[src/rtl/phase_timer.sv]
// Phase interval timer: counts a per-phase duration (whole seconds) off the system
// clock and pulses `finished` so the sequencing FSM advances to its next phase.
module phase_timer #(
  parameter int CLK_HZ = 10000,
  parameter int SEC_W  = 16,
  parameter int PRE_W  = 14
) (
  input  logic             clk,
  input  logic             reset,
  input  logic             enable,
  input  logic [SEC_W-1:0] seconds_in,
  output logic             finished,
  output logic             busy,
  output logic [SEC_W-1:0] seconds_left,
  output logic             tick_1hz
);

  // Handshake with the sequencing FSM: `finished` is high for exactly the one DONE
  // cycle; the FSM registers its next duration on that same edge, so `seconds_in`
  // is only looked at (and must be valid) during the following LOAD cycle.
  typedef enum logic [1:0] {
    IDLE  = 2'd0,
    DONE  = 2'd1,
    LOAD  = 2'd2,
    COUNT = 2'd3
  } state_t;

  localparam logic [PRE_W-1:0] RELOAD = PRE_W'(CLK_HZ - 1);

  state_t           state, state_next;
  logic [PRE_W-1:0] prescaler, prescaler_next;
  logic [SEC_W-1:0] seconds_next;
  logic             tick_next;

  always_comb begin
    state_next     = state;
    prescaler_next = prescaler;
    seconds_next   = seconds_left;
    tick_next      = 1'b0;

    // Dropping enable aborts the phase outright; there is no pause.
    if (!enable) begin
      state_next     = IDLE;
      prescaler_next = '0;
      seconds_next   = '0;
    end else begin
      case (state)
        IDLE: state_next = DONE;
        DONE: state_next = LOAD;
        LOAD: begin
          seconds_next   = seconds_in;
          prescaler_next = RELOAD;
          state_next     = (seconds_in == '0) ? DONE : COUNT;
        end
        COUNT: begin
          if (seconds_left == '0) begin
            // Unreachable in normal flow; guards against ever wrapping below zero.
            state_next = DONE;
          end else if (prescaler == '0) begin
            prescaler_next = RELOAD;
            seconds_next   = seconds_left - 1'b1;
            tick_next      = 1'b1;
            if (seconds_left == SEC_W'(1)) state_next = DONE;
          end else begin
            prescaler_next = prescaler - 1'b1;
          end
        end
        default: state_next = IDLE;
      endcase
    end
  end

  // Status outputs are registered from the next state so they line up with `state`.
  always_ff @(posedge clk) begin
    if (reset) begin
      state        <= IDLE;
      prescaler    <= '0;
      seconds_left <= '0;
      tick_1hz     <= 1'b0;
      finished     <= 1'b0;
      busy         <= 1'b0;
    end else begin
      state        <= state_next;
      prescaler    <= prescaler_next;
      seconds_left <= seconds_next;
      tick_1hz     <= tick_next;
      finished     <= (state_next == DONE);
      busy         <= (state_next == LOAD) || (state_next == COUNT);
    end
  end

endmodule

[config.mk]
export PLATFORM = sky130hd
export DESIGN_NAME = phase_timer
export DESIGN_NICKNAME = d
export VERILOG_FILES = /design/src/rtl/phase_timer.sv
export SDC_FILE = /design/constraint.sdc
export NUM_CORES = 1
export LEC_CHECK = 0
export CAP_MARGIN = 20
export CORE_MARGIN = 2
export CORE_UTILIZATION = 25
export CTS_CLUSTER_DIAMETER = 80
export CTS_CLUSTER_SIZE = 24
export DETAILED_ROUTE_END_ITERATION = 6
export SLEW_MARGIN = 20
export SYNTH_ARGS = -nofsm -noshare
export SYNTH_HDL_FRONTEND = slang
export SYNTH_SLANG_ARGS = --single-unit
[constraint.sdc]
create_clock -name clk -period 2 [get_ports clk]
set_clock_uncertainty 0.2 [all_clocks]
set_input_delay 0.6 -clock clk [delete_from_list [all_inputs] [get_ports clk]]
set_output_delay 0.6 -clock clk [all_outputs]
set_load 0.03 [all_outputs]
* Yosys cells after proc, flatten, opt, wreduce, memory -nomap -nowiden *
Index checks and enable logic that the tools add are counted.

word-level totals
  memories kept = 0
  output and inout port bits = 19
  bits in read-only memories = 0
  flip-flop bits (word level) = 35
  latch bits = 0
  memory bits (writable) = 0

operators by class
  order comparisons = 0
  add/subtract/negate cells = 2
  reductions and logical operators = 10
  mux-type cells = 13
  shift-type cells = 0
  multiply operators = 0
  equal/unequal tests = 9
  div/mod/pow operators = 0
  bitwise operators = 2

operators by type and width
  cell                                                number
  logical NOT 16 bit                                  2
  two-way mux 16 bit                                  2
  case mux 16 bit (2 select lines)                    1
  two-way mux 14 bit                                  2
  case mux 14 bit (2 select lines)                    1
  == test 16 x 1 -> 1 bit, second input constant      1
  subtractor 16 x 1 -> 16 bit, second input constant  1
  logical NOT 14 bit                                  1
  subtractor 14 x 1 -> 14 bit, second input constant  1
  two-way mux 2 bit                                   5
  == test 2 bit, second input constant                4
  case mux 2 bit (4 select lines)                     1
  == test 2 x 1 -> 1 bit, second input constant       2
  inequality test 2 bit, second input constant        2
  OR reduction 4 bit                                  1
  AND reduction 3 bit                                 1
  logical NOT 2 bit                                   1
  inverter 1 bit                                      2
  AND reduction 2 bit                                 1
  nonzero test 2 bit                                  1
  OR reduction 2 bit                                  1
  logical OR 1 bit                                    1
  two-way mux 1 bit                                   1

* Depth between registers and ports, before layout *
Gate-level depths: netlist of run 1.

  depth in word-level cells = 8
  depth in mapped cells = 8

* Least setup slack after synthesis of run 1 *
Ideal clock, no wire load.

  path kind = register -> register
  start = register seconds_left[0]
  end = register prescaler[1]
  arrival = 2.153 ns
  stages on the path, launching flop included = 9
  buffers on the path = 1
  path slack = -0.444 ns
  period minus slack after synthesis = 2.444 ns
  setup time = 0.091 ns
  required time = 1.709 ns
  path through = dfxtp_1 inv_1 ha_1 nor4b_1 and4_1 a21oi_1 clkbuf_1 nor2_1 a311oi_1

between the ends
  word-level cells in the longest chain between the ends = 3

ends and longest elaborated chain
  item                             RTL line  source
  start, declared                  14        output logic [SEC_W-1:0] seconds_left,
  start signal, assigned           85        seconds_left <= seconds_next;
  logical NOT 16 bit               56        if (seconds_left == '0) begin
  inequality test 2 bit (no line)  -
  AND reduction 2 bit (no line)    -
  end signal, assigned             84        prescaler <= prescaler_next;
  end, declared                    31        logic [PRE_W-1:0] prescaler, prescaler_next;

Every way passes these cells.
A chain may end at the register's enable or synchronous reset.

* Worst setup path after layout of run 1 *
  start = register prescaler[11]
  end = register state[1]

between the ends
  word-level cells in the longest chain between the ends = 5

ends and longest elaborated chain
  item                             RTL line  source
  logical NOT 14 bit               59        end else if (prescaler == '0) begin
  two-way mux 2 bit                59
  two-way mux 2 bit                56
  case mux 2 bit (4 select lines)  47        case (state)
  two-way mux 2 bit                42        if (!enable) begin
  end signal, assigned             83        state <= state_next;
  end, declared                    30        state_t state, state_next;

Every way passes these cells.

==> metrics.txt, run 1 <==
data arrival time at the worst-slack endpoint=2140 ps; post-synthesis compound-gate area fraction=33.2%; number of design-rule violations left by the first detailed-router iteration=120; proportion of layout cells with a drive suffix above 1=35.9%; Die H=about 96 um; buffer depth of the longest clock path=2; Cell Rows=33; TritonCTS buffer count=5; Max H-tree Level=2; combinational share of power=19.8%; synthesized-area fraction occupied by xor and xnor cells=0.827%; Final Hold Violating Endpoints=0; Clock transition at path regs=about 90 ps; global router's overall resource usage=~16%; Placed Cells incl. Taps=approximately 450; max-slew violations=0; final setup fails=27; crit end category=flop; maximum net fanout on the critical path=4; Avg Inst Size Synth=8.27 um^2; final HPWL from detailed placement=5.18 mm; total gr overflow=0; maximum number of pins on one net before global-route repair=39; count of buffers from port buffering=37; internal power=~1.1 mW; Overall Power=1.56 mW; part of the cycle the worst path needs=108%; multiplexer area fraction after synthesis=less than 1%; worst-skew pair later-pin latency=300 ps; net count after synthesis=280; area fraction in and, or, nand and nor cells after synthesis=22.9%; synthesis warning total=0; vias in the first global route=2442; top-level I/O count=38; transition time at the pin with the least slew margin=478 ps; worst slack, placed=-320 ps; global-route wire length before repair=between 10 and 15 mm; number of antenna violations at the first check in global routing=0; nets=380; Peak Freq=0.464 GHz; VDD IR max=approximately 0.00025 V; non-filler instance count after layout=462; global placer's final weighted congestion=0.903; fraction of registers with async set or reset after synthesis=0%; proportion of synthesized chip area in sequential cells=about a third; core occupancy in the finished layout=41.2%; clock network power share=34.6%; die footprint=9230 um^2; Pre-antenna DRT Iters=4; CTS tree=done; dominant combinational cell family by area after synthesis=compound AO/OA/AOI/OAI gates; top_reg_cell synth=sky130_fd_sc_hd__dfxtp_1; worst min path class=reg2reg; power density over the cells=462 nW/um^2; post-synthesis to final-layout area growth=59.7%; number of filler cells placed in the layout=836; post-synth cell types=between 50 and 60; required arrival time at the worst endpoint=1990 ps; Mapped Area=2120 um^2; chip width=96.1 um; total vias in the final route=2512; violations in the final reports=setup timing; Antenna Cells=0; clk sink count=35; PnR worst setup slack=-155 ps; number of max-capacitance violations reported=0; leakage power summed over all cells=1.35 nW; Root Buffer=sky130_fd_sc_hd__clkbuf_8; switching fraction of total power=just under 30%; detail-routed via count per cell=5.44; CP Launch Type=flop; status=finished, violations left; post-synthesis sequential element count=35; Slew HR=68.0%; count of flip-flops with a built-in enable after synthesis=0; Routed wire per std cell=16.0 um; Post-Syn Instances=between 200 and 300; # DRC=0; Period minus WS final=2160 ps; arithmetic-cell share of the synthesized area counting full adders, half adders and majority gates=2.95%; area of all placed cells without fillers=3380 um^2; count of antenna-violating nets left after detailed routing=0; start-to-end type of the worst setup path=reg2reg; sequential cell fraction of total power=45.5%; RSZ-0062 raised after global routing=yes; switching component of the power=around 0.46 mW; total routed wirelength=7.39 mm; area post-placement=3110 um^2; area of the core region=8220 um^2; starting density of the core=25.8%
==> layout make-up <==
| type | instances | area, um^2 | area share (%) |
|---|---|---|---|
| inverter | 10 | 37.5 | 1.11 |
| tap | 105 | 131 | 3.88 |
| multi-input combinational | 191 | 1460 | 43.2 |
| clock buffer | 5 | 68.8 | 2.03 |
| timing repair buffer | 113 | 952 | 28.2 |
| clock inverter | 3 | 18.8 | 0.555 |
| sequential | 35 | 712 | 21.1 |
==> routing by layer <==
metal	routed length (um)	vias to the layer above	global-route usage, %
met4	103	0	5.36
met2	3550	90	26.7
met1	3320	1212	21.1
li1	-	1201	-
met5	0	-	0
met3	422	9	2.82
==> cells by family after synthesis <==
family                   after synthesis
AO/OA/AOI/OAI                         96
AND/OR/NAND/NOR                       86
flip-flops                            35
buffers and inverters                 31
adder cells (fa/ha/maj)                5
XOR/XNOR                               2
multiplexers                           1
==> per-stage QoR <==
step	hold WS, ps	setup TNS, ps
4_1_cts	274	-2720
3_3_place_gp	260	-2720
6_report	277	-3030
3_5_place_dp	262	-4410
2_1_floorplan	237	-2230
5_1_grt	301	-5430
==> critical path: stages (launching register included) <==
cell and delay (ps):
sky130_fd_sc_hd__dfxtp_2 320, sky130_fd_sc_hd__or4_4 540, sky130_fd_sc_hd__nor4b_4 270, sky130_fd_sc_hd__buf_4 190, sky130_fd_sc_hd__buf_4 100, sky130_fd_sc_hd__a31oi_1 90, sky130_fd_sc_hd__o31ai_2 240, sky130_fd_sc_hd__a21oi_1 100
==> power groups by stage <==
stage | Sequential (mW) | Clock [mW] | Combinational [mW]
after floorplan | 0.736 | 0 | 0.122
after global routing | 0.713 | 0.587 | 0.331
after global placement | 0.728 | 0 | 0.271
after CTS | 0.711 | 0.557 | 0.288
after detailed placement | 0.728 | 0 | 0.273
final | 0.711 | 0.541 | 0.310
==> cell usage in the layout (no fill, tap or decap), drive strengths merged, types with 11 or more instances in the layout <==
cell	instances
o31ai	15
nor3	12
a31oi	13
dfxtp	35
buf	76
nor2	26
dlygate4sd2	15
clkdlybuf4s50	18
a21oi	19
inv	11
o311ai	14
==> cells in the mapped netlist (2+ instances only) <==
cell	count	area, um^2
sky130_fd_sc_hd__dfxtp_1	35	701
sky130_fd_sc_hd__nor2_1	26	97.6
sky130_fd_sc_hd__a21oi_1	18	90.1
sky130_fd_sc_hd__clkbuf_1	17	63.8
sky130_fd_sc_hd__o31ai_1	14	105
sky130_fd_sc_hd__a31oi_1	13	81.3
sky130_fd_sc_hd__nor3_1	12	60.1
sky130_fd_sc_hd__inv_1	10	37.5
sky130_fd_sc_hd__o311ai_1	10	87.6
sky130_fd_sc_hd__nor4_1	8	50.1
sky130_fd_sc_hd__o21a_1	8	60.1
sky130_fd_sc_hd__nand3_1	7	35.0
sky130_fd_sc_hd__a32oi_1	5	43.8
sky130_fd_sc_hd__ha_1	5	62.6
sky130_fd_sc_hd__and3_1	4	25.0
sky130_fd_sc_hd__nand2_1	4	15.0
sky130_fd_sc_hd__nand3b_1	4	30.0
sky130_fd_sc_hd__a211oi_1	3	22.5
sky130_fd_sc_hd__a22oi_1	3	22.5
sky130_fd_sc_hd__buf_6	3	33.8
sky130_fd_sc_hd__nand4_1	3	18.8
sky130_fd_sc_hd__o21ai_0	3	15.0
sky130_fd_sc_hd__o311ai_0	3	26.3
sky130_fd_sc_hd__a21boi_0	2	15.0
sky130_fd_sc_hd__and2_1	2	12.5
sky130_fd_sc_hd__and4_1	2	17.5
sky130_fd_sc_hd__nand2b_1	2	12.5
sky130_fd_sc_hd__nor2b_1	2	12.5
sky130_fd_sc_hd__o211ai_1	2	15.0
sky130_fd_sc_hd__o2bb2ai_1	2	17.5
sky130_fd_sc_hd__or3_1	2	12.5
==> path summary, 6_finish.rpt <==
check,slack [ps],to,depth (start not counted),start
setup / recovery,-160,state[1]$_SDFF_PP0_,7,prescaler[11]$_SDFFE_PP0P_
hold / removal,280,prescaler[7]$_SDFFE_PP0P_,2,prescaler[7]$_SDFFE_PP0P_
setup reg to reg,-160,state[1]$_SDFF_PP0_,7,prescaler[11]$_SDFFE_PP0P_
hold reg to reg,280,prescaler[7]$_SDFFE_PP0P_,2,prescaler[7]$_SDFFE_PP0P_
==> repair_timing <==
action | in CTS | in global routing
hold buffers | 0 | 0
setup buffers | 4 | 4
pin swaps | 8 | 6
setup endpoints to repair | 52 | 36
hold endpoints to repair | 0 | 0
gates resized for setup | 37 | 21
gates cloned | 0 | 1
==> state kept, by name (all words and copies together) (netlist names) <==
name and count:
prescaler 14, tick_1hz 1, finished 1, busy 1
seconds_left 16, state 2
Note: power is estimated with default switching activity, not from simulation.
==> inputs of run 2 (changes only) <==
--- a/config.mk
+++ b/config.mk
@@ -11,7 +11,9 @@
 export CTS_CLUSTER_DIAMETER = 80
 export CTS_CLUSTER_SIZE = 24
 export DETAILED_ROUTE_END_ITERATION = 6
+export GPL_TIMING_DRIVEN = 0
 export SLEW_MARGIN = 20
 export SYNTH_ARGS = -nofsm -noshare
 export SYNTH_HDL_FRONTEND = slang
 export SYNTH_SLANG_ARGS = --single-unit
+export TNS_END_PERCENT = 20
==> run 2 against run 1 <==
  * The flow still finishes with violations (setup timing)
  * Maximum frequency down 3.2%
  * Count of clock-buffer cells in the layout rose by 3
  * Worst hold slack worse by 30 ps
  * Sequential power about the same
  * Via count shrank 4.9%
  * Clock power up 8.7%
  * Core utilization down 3.2 points
  * Largest cell class unchanged
  * Highest routed layer unchanged
==> metrics.txt, run 2 (synthesis results as in run 1) <==
cell-by-cell trace of the critical path=or4_4 > nor4b_4 > buf_4 > a21oi_4 > buf_6 > o311ai_2 > o31ai_1; # DRC=0 (unchanged); count of cells along the worst register-to-register path=7 (unchanged); capture point of the worst reg-to-reg path=seconds_left[4]$_SDFFE_PP0P_; number of buffers inserted by hold repair at cts=0 (unchanged); final HPWL from detailed placement=4.89 mm (-5.6%); start-to-end type of the worst setup path=reg2reg; detail-routed via count per cell=5.80 (+6.6%); vias in the first global route=2306 (-5.6%); global placer's final weighted congestion=0.874 (-3.2%); buffer depth of the longest clock path=2 (unchanged); registers with the most flip-flops=seconds_left: 16 flops, prescaler: 14 flops, state: 2 flops; PnR worst setup slack=-226 ps (-71.1 ps); launching instance or port of the critical path=prescaler[11]$_SDFFE_PP0P_; total gr overflow=0 (unchanged); area of all placed cells without fillers=3120 um^2 (-7.8%); required arrival time at the worst endpoint=1970 ps (-20 ps); CP Buf/Inv Count=2 (unchanged); Final Hold Violating Endpoints=0 (unchanged); footprint of the flip-flops and latches=713 um^2 (+0.18%); top-level I/O count=38 (unchanged); transition time at the pin with the least slew margin=598 ps (+120 ps); beginning of the worst register-to-register path=prescaler[11]$_SDFFE_PP0P_; Max H-tree Level=2 (unchanged); nets=330 (-13%); maximum number of pins on one net before global-route repair=11 (-72%); Peak Freq=0.449 GHz (-3.2%); Die H=96.1 um (unchanged); area of the core region=8220 um^2 (unchanged); die footprint=9230 um^2 (unchanged); TritonCTS buffer count=5 (unchanged); count of cells along the worst hold path=1 (-1); part of the cycle the worst path needs=111% (+3.6 points); most common cell after layout, fill and taps aside=sky130_fd_sc_hd__dfxtp_1; total routed wirelength=7.58 mm (+2.5%); number of max-capacitance violations reported=0 (unchanged); worst min path class=reg2reg; area post-placement=2670 um^2 (-14%); Period minus WS final=2230 ps (+71.1 ps); total vias in the final route=2389 (-4.9%); Routed wire per std cell=18.4 um (+15%); crit end category=flop; Slew HR=59.8% (-8.2 points); final setup fails=34 (+26%); Multi-input gate area=1580 um^2 (+8.0%); slowest stage cell on the critical path=sky130_fd_sc_hd__or4_4; Clock transition at path regs=80 ps (about the same); global router's overall resource usage=17.0% (+0.87 points); hold endpoint=prescaler[11]$_SDFFE_PP0P_; proportion of layout cells with a drive suffix above 1=29.0% (-6.9 points); flop-to-flop setup slack=-230 ps (-70 ps); number of antenna violations at the first check in global routing=0 (unchanged); power density over the cells=501 nW/um^2 (+8.5%); number of flip-flops under the largest register name=16 (unchanged); status=finished, violations left; number of filler cells placed in the layout=799 (-4.4%); Cell Rows=33 (unchanged); count of antenna-violating nets left after detailed routing=0 (unchanged); Root Buffer=sky130_fd_sc_hd__clkbuf_8; CP Launch Type=flop; Slowest Stage Delay on Critical Path=570 ps (+30 ps); launch point of the worst hold path=prescaler[11]$_SDFFE_PP0P_; clk sink count=35 (unchanged); max-slew violations=0 (unchanged); leakage power summed over all cells=1.11 nW (-18%); CTS tree=done; maximum net fanout on the critical path=7 (+3); violations in the final reports=setup timing; VDD IR max=0.000282 V (+11%); Pre-antenna DRT Iters=5 (+1); starting density of the core=25.8% (unchanged); global-route wire length before repair=12.2 mm (+4.9%); register with the most flip-flops=seconds_left; instance count on the critical path=7 (unchanged); count of buffers from port buffering=37 (unchanged); leading cell types in the layout, fill and taps excluded=29 x sky130_fd_sc_hd__dfxtp_1, 25 x sky130_fd_sc_hd__nor2_1, 18 x sky130_fd_sc_hd__clkdlybuf4s50_1; Overall Power=1.56 mW (about the same); worst-skew pair later-pin latency=300 ps (about the same); post-synthesis to final-layout area growth=47.3%; Antenna Cells=0 (unchanged); Largest delay share family, worst path=simple AND/OR/NAND/NOR gates; data arrival time at the worst-slack endpoint=2200 ps (+60 ps); number of design-rule violations left by the first detailed-router iteration=253 (+110%); chip width=96.1 um (unchanged); RSZ-0062 raised after global routing=yes
[run 2: through the flow]
step | cells | util [%] | hold WS (ps) | setup TNS, ps | setup slack (ps)
after floorplan | 256 | - | 237 | -2760 | -169
after global placement | 398 | 32.5 | 255 | -16580 | -704
after detailed placement | 398 | 32.5 | 263 | -16700 | -697
after CTS | 412 | 36.4 | 274 | -4810 | -256
after global routing | 412 | 38.0 | 263 | -7160 | -305
final | 412 | 38.0 | 247 | -4230 | -226
[run 2: how the worst max path moves through the flow]
stage / end / slack, ps
floorplan: seconds_left[15]$_SDFFE_PP0P_ / -170
global placement: seconds_left[14]$_SDFFE_PP0P_ / -700
detailed placement: seconds_left[5]$_SDFFE_PP0P_ / -700
CTS: seconds_left[13]$_SDFFE_PP0P_ / -260
global route: seconds_left[4]$_SDFFE_PP0P_ / -310
finish: seconds_left[4]$_SDFFE_PP0P_ / -230
[run 2: where the power goes]
| part | leakage [nW] | total (mW) | internal (mW) | switching (mW) |
|---|---|---|---|---|
| clock network | 0.0515 | 0.588 | 0.315 | 0.273 |
| logic | 0.768 | 0.261 | 0.111 | 0.150 |
| registers | 0.286 | 0.714 | 0.704 | 0.0106 |
| total | 1.11 | 1.56 | 1.13 | 0.433 |
[run 2: final cells by class]
type,count,share of cell area [%]
repair buffers,45,13.2
well taps,105,4.21
inverters,10,1.44
flip-flops and latches,35,22.9
multi-input cells,190,50.6
plain buffers,19,4.45
clock buffers,8,3.21
[run 2: layer usage]
layer | share of wire, % | wire length, um | track usage, %
met1 | 45 | 3440 | 23.5
met3 | 6.9 | 524 | 3.99
met2 | 46 | 3510 | 25.9
met5 | 0 | 0 | 0
met4 | 1.4 | 106 | 5.36
[run 2: repair_timing]
item                       in CTS  in global routing
setup endpoints to repair      53                 40
buffers inserted                5                  1
pin swaps                      15                  7
gates resized for setup        74                 45
cloned                          2                  0
==> inputs of run 3 (changes only) <==
--- a/config.mk
+++ b/config.mk
@@ -8,10 +8,11 @@
 export CAP_MARGIN = 20
 export CORE_MARGIN = 2
 export CORE_UTILIZATION = 25
-export CTS_CLUSTER_DIAMETER = 80
+export CTS_CLUSTER_DIAMETER = 30
 export CTS_CLUSTER_SIZE = 24
 export DETAILED_ROUTE_END_ITERATION = 6
 export GPL_TIMING_DRIVEN = 0
+export HOLD_SLACK_MARGIN = 0.1
 export SLEW_MARGIN = 20
 export SYNTH_ARGS = -nofsm -noshare
 export SYNTH_HDL_FRONTEND = slang
==> results of run 3 <==
Same layout as run 2: the final DEF is identical, and so are final timing and power.
